File: src/rtl/bcd_counter_n.sv
// Cascaded BCD up/down counter with validated parallel load and wrap/saturate at the terminal value.
// Q and ERR update one CLK edge after sampling; CO is combinational; no backpressure, ENABLE low holds.
module bcd_counter_n #(
  parameter int DIGITS = 4,
  parameter int WRAP   = 1
) (
  input  logic                CLK,
  input  logic                CLR,
  input  logic                ENABLE,
  input  logic                LOAD,
  input  logic                UP,
  input  logic [4*DIGITS-1:0] D,
  output logic [4*DIGITS-1:0] Q,
  output logic                CO,
  output logic                ERR
);

  localparam int W = 4 * DIGITS;

  logic [W-1:0] q_nxt;
  logic         d_ok;
  logic         all9;
  logic         all0;
  logic         term;
  logic         step;
  logic [3:0]   dig;

  always_comb begin
    d_ok = 1'b1;
    all9 = 1'b1;
    all0 = 1'b1;
    for (int k = 0; k < DIGITS; k++) begin
      if (D[4*k +: 4] > 4'd9) d_ok = 1'b0;
      if (Q[4*k +: 4] != 4'd9) all9 = 1'b0;
      if (Q[4*k +: 4] != 4'd0) all0 = 1'b0;
    end
  end

  assign term = UP ? all9 : all0;
  assign CO   = ENABLE & ~LOAD & term;

  // A digit steps only while every lower digit sits at its roll-over value.
  always_comb begin
    q_nxt = Q;
    step  = 1'b1;
    dig   = 4'd0;
    for (int k = 0; k < DIGITS; k++) begin
      dig = Q[4*k +: 4];
      if (step) begin
        if (UP) q_nxt[4*k +: 4] = (dig == 4'd9) ? 4'd0 : dig + 4'd1;
        else    q_nxt[4*k +: 4] = (dig == 4'd0) ? 4'd9 : dig - 4'd1;
      end
      step = step & (UP ? (dig == 4'd9) : (dig == 4'd0));
    end
  end

  always_ff @(posedge CLK or negedge CLR) begin
    if (!CLR) begin
      Q   <= '0;
      ERR <= 1'b0;
    end else begin
      ERR <= 1'b0;
      if (ENABLE) begin
        if (LOAD) begin
          if (d_ok) Q   <= D;
          else      ERR <= 1'b1;
        end else if (!(WRAP == 0 && term)) begin
          Q <= q_nxt;
        end
      end
    end
  end

endmodule

File: config.mk
export PLATFORM = sky130hd
export DESIGN_NAME = bcd_counter_n
export DESIGN_NICKNAME = d
export VERILOG_FILES = /design/src/rtl/bcd_counter_n.sv
export SDC_FILE = /design/constraint.sdc
export NUM_CORES = 1
export LEC_CHECK = 0
export ABC_AREA = 1
export ABC_CLOCK_PERIOD_IN_PS = 1850
export CAP_MARGIN = 5
export CORE_ASPECT_RATIO = 0.6
export CORE_MARGIN = 4
export CORE_UTILIZATION = 55
export DETAILED_ROUTE_END_ITERATION = 6
export DONT_BUFFER_PORTS = 1
export PLACE_DENSITY = 0.77
export SLEW_MARGIN = 20
export SYNTH_ARGS = -nofsm -noshare
export SYNTH_HDL_FRONTEND = slang
export SYNTH_SLANG_ARGS = --single-unit
File: constraint.sdc
create_clock -name CLK -period 1.85 [get_ports CLK]
set_input_delay 0 -clock CLK [delete_from_list [all_inputs] [get_ports CLK]]
set_output_delay 0 -clock CLK [all_outputs]
set_load 0.01 [all_outputs]
### Yosys cells after proc, flatten, opt, wreduce, memory -nomap -nowiden

Cells that the tools add are included.
Widths: inputs -> output; s select.

* $add $sub $neg: 8
* multiplexer cells: 36
* reductions and logical operators: 15
* equal/unequal tests: 9
* bitwise operators: 5
* magnitude comparators: 4

Operators with widths (count)
* $mux 4: 15
* $mux 16: 2
* $mux 1: 19
* $add 4x1->4 const B: 4
* $eq 4x4->1 const B: 4
* $gt 4x4->1 const B: 4
* $logic_not 4->1: 4
* $ne 4x4->1 const B: 4
* $reduce_bool 4->1: 4
* $sub 4x1->4 const B: 4
* $reduce_and 3->1: 3
* $reduce_bool 2->1: 3
* $and 1x1->1: 4
* $ne 2x1->1 const B: 1
* $reduce_and 2->1: 1
* $not 1->1: 1

* register bits: 17
* output and inout port bits: 18
* word-level logic and storage cells: 82
* bits of input ports: 21

### Depth between registers and ports, before layout

* depth after elaboration: 8
* mapped depth: 12
* gate-level depth less buffers: 11

### Worst setup path after synthesis

OpenSTA, ideal clock, no wires.

* path type: register to register
* start: reg Q[1]
* end: reg Q[10]
* setup slack: 0.408 ns
* arrival: 1.324 ns
* buffers on the path: 1
* required time: 1.733 ns
* library setup time: 0.117 ns
* cell stages (with the launch flop): 12
* clock period less this slack: 1.442 ns
* cells stage by stage: dfrtp_1 -> nor2_4 -> nand2_1 -> nand2_1 -> nand2_1 -> nand2_1 -> nand2_1 -> nor2_2 -> buf_6 -> inv_2 -> nand2_1 -> nand2_1

* word-level cells in the longest chain between the ends: 5
* elaborated cells on any way between the ends: 6
* those cells by class: eq/ne (1); mux (1); bitwise (1); reduce/logical (3)

Ends and longest elaborated chain
* start: declaration: line 13 `output logic [4*DIGITS-1:0] Q,`
* start signal: assignment: line 68 `Q <= q_nxt;`
* $eq 4x4->1 / $logic_not 4->1 (equally long branches): line 53 `step = step & (UP ? (dig == 4'd9) : (dig == 4'd0));`
* $mux 1 *: line 53
* $and 1x1->1 *: line 53
* $reduce_bool 2->1 (no source line) *
* $reduce_and 3->1 (no source line) *

Mark *: on every way between the ends. The rest lies on a longest branch, timed or not.
A chain may end at the register's enable or synchronous reset.

### Worst setup path after layout

* start: reg Q[7]
* end: out CO

* word-level cells in the longest chain between the ends: 6
* elaborated cells on any way between the ends: 10
* those cells by class: eq/ne (1); mux (7); bitwise (1); reduce/logical (1)

Ends and longest elaborated chain
* $ne 4x4->1 / $reduce_bool 4->1 (equally long branches): line 34, 35
* $mux 1, on equally long branches (3 in a row): line 34, 35
* $mux 1 *: line 39 `assign term = UP ? all9 : all0;`
* $and 1x1->1 *: line 40 `assign CO = ENABLE & ~LOAD & term;`
* end: declaration: line 14 `output logic CO,`

Marked as above.

==> reports/qor.yml <==
final_max_slew_viol_count: 0
areaGrowthSynthToFinish_pct: 16.7
drt_iter0_drc: 214
multi_input_area_um2: 933
die_area_um2: 3640
synth_cell_types: 22
via_count: 1772
final_nets: 308
setup_viol: 0
htree_levels: 1
power_density_nw_per_um2: 1070
crit_arrival_ps: 1730
crit_path_end_kind: "primary output"
numPortBuffers: 0
grt_pass1_wl_um: 6800
crit_path_max_fanout: 7
ys_warn_count: 0
final_hold_viol_count: 0
clkTransAtPathRegs_ps: 70
grt_use_total: 0.234
worstSetupPathType: "reg2out"
cts.path.max_buffers: 2
core-area_um2: 2540
gp_congestion: 0.844
synth-seq-cells: 17
setup_tns_ps: 0
grt_max_degree: 20
clock_sinks: 17
cp-start-kind: "flip-flop"
max_cap_violations: 0
post-route-period-util: 0.934
synth-seq-area-share: 0.285
tightest_slew_ps: 833
syn_area_per_cell_um2: 5.57
viasPerCell: 5.57
insertion_delay_ps: 260
synth_area_um2: 1490
fillCellCount: 216
initial_utilization: 0.588
dpl.hpwl_um: 2920
antenna_cells: 0
drtAntennaViolNets: 0
root_buffer: "clkbuf_8"
clock_skew_ps: 4.63
preCtsSetupSlack_ps: 221
drt-total-wl_um: 4250
antenna_found_initial: 0
cts_made_buffers: 3
chipWidth_um: 75.3
cts_tree: "done"
post-cts-setup-buffer-count: 0
dieHeight_um: 48.4
regArea_um2: 427
drive_gt1_frac: 0.0664
rows: 14
required_ps: 1850
overflow: 0
dr.pass1.iters: 5
fin_ws_ps: 123
post-route-min-period_ps: 1730
fmax_mhz: 579
rsz0062_at_grt: "no"
pin_count: 39
hold_class: "in2reg"
grt_pass1_vias: 1454
drc: 0
syn-num-nets: 289
wl_per_cell_um: 13.4
vdd_drop_max_mv: 0.572
slew_headroom: 0.443
outcome: "finished clean"
synth_cells: 268
leakage_nw: 0.927
[cell type report]
class | count | area share
clock inverters | 1 | 0.00287
repair buffers | 21 | 0.112
clock buffers | 3 | 0.0237
multi-input cells | 217 | 0.536
well taps | 32 | 0.0230
flip-flops and latches | 17 | 0.245
inverters | 27 | 0.0581
[cells in the final DEF (no fill, tap or decap), drive strengths merged]
| cell | n |
|---|---|
| nand2 | 116 |
| nor2 | 36 |
| inv | 26 |
| nand3 | 23 |
| o21ai | 22 |
| dfrtp | 17 |
| dlygate4sd3 | 15 |
| nand4 | 7 |
| a21oi | 6 |
| buf | 6 |
| clkbuf | 3 |
| o211ai | 2 |
| clkinv | 2 |
| nor3 | 1 |
| a211oi | 1 |
| a31oi | 1 |
| o22ai | 1 |
| or2 | 1 |
[cells in the mapped netlist]
master,n,area [um2]
nand4_1,7,43.8
o22ai_1,1,6.26
buf_6,1,11.3
or2_2,1,6.26
o21ai_0,22,110
a31oi_1,1,6.26
inv_1,24,90.1
nor2_2,3,18.8
buf_2,2,10.0
clkbuf_1,3,11.3
buf_1,1,3.75
dfrtp_1,17,425
o211ai_1,2,15.0
nor2_1,32,120
nor3_1,1,5.00
nor2_4,1,11.3
a21oi_1,6,30.0
nand3_1,23,115
inv_2,2,7.51
a211oi_1,1,7.51
nand2_1,116,435
clkinv_1,1,3.75
[worst max-delay path: stages (launching register included)]
cell and delay (ps):
dfrtp_2 450, inv_1 90, nor2_1 180, nand2_1 120
nand2_1 100, nand4_1 120, a211oi_1 410
[worst paths after layout]
check                                    end  slack, ps  depth (start not counted)              from
hold / removal             Q[15]$_DFFE_PN0P_         10                          4             D[15]
setup / recovery                          CO        120                          6  Q[7]$_DFFE_PN0P_
min in group asynchronous   Q[5]$_DFFE_PN0P_        280                          1               CLR
max in group asynchronous   Q[7]$_DFFE_PN0P_       1010                          1               CLR
hold reg to reg             Q[4]$_DFFE_PN0P_        640                          2  Q[4]$_DFFE_PN0P_
setup reg to reg           Q[10]$_DFFE_PN0P_        170                         12  Q[7]$_DFFE_PN0P_
[logic make-up (layout without fill, tap and decap cells)]
logic type	count (synthesis)	in the layout	synth area share
AOI/OAI and AO/OA	33	33	0.117
buffers and inverters	34	52	0.0921
DFF	17	17	0.285
and+or+nand+nor	184	184	0.506
[report_power, final]
| part | switching (mW) | leakage, nW | internal (mW) |
|---|---|---|---|
| Sequential | 0.232 | 0.212 | 0.479 |
| Combinational | 0.541 | 0.690 | 0.323 |
| Clock | 0.145 | 0.0255 | 0.150 |
| Total | 0.918 | 0.927 | 0.952 |
[repair_timing]
item                       4_1_cts  5_1_grt
hold buffers                    15        0
gates resized for setup          0        2
setup endpoints to repair        0        3
hold endpoints to repair        33        0
[flip-flops by register name (all words and copies together) (netlist names)]
register,count
ERR,1
Q,16
[per-stage QoR]
step | util | cell area, um2 | power [mW] | cells | hold WS (ps)
2_1_floorplan | - | 1490 | 1.30 | 268 | -296
5_1_grt | 0.686 | 1740 | 2.04 | 318 | 27.5
3_5_place_dp | 0.607 | 1540 | 1.51 | 299 | -295
4_1_cts | 0.685 | 1740 | 1.85 | 318 | 0.505
6_report | 0.686 | 1740 | 1.87 | 318 | 10.1
3_3_place_gp | 0.607 | 1540 | 1.50 | 299 | -295
[layer usage]
metal	track usage	vias up	routed length, um
met1	0.359	776	1950
met3	0.0661	8	445
li1	-	891	-
met2	0.327	97	1810
met4	0.0436	0	53
met5	0	-	0
Note: power is estimated with default switching activity, not from simulation.
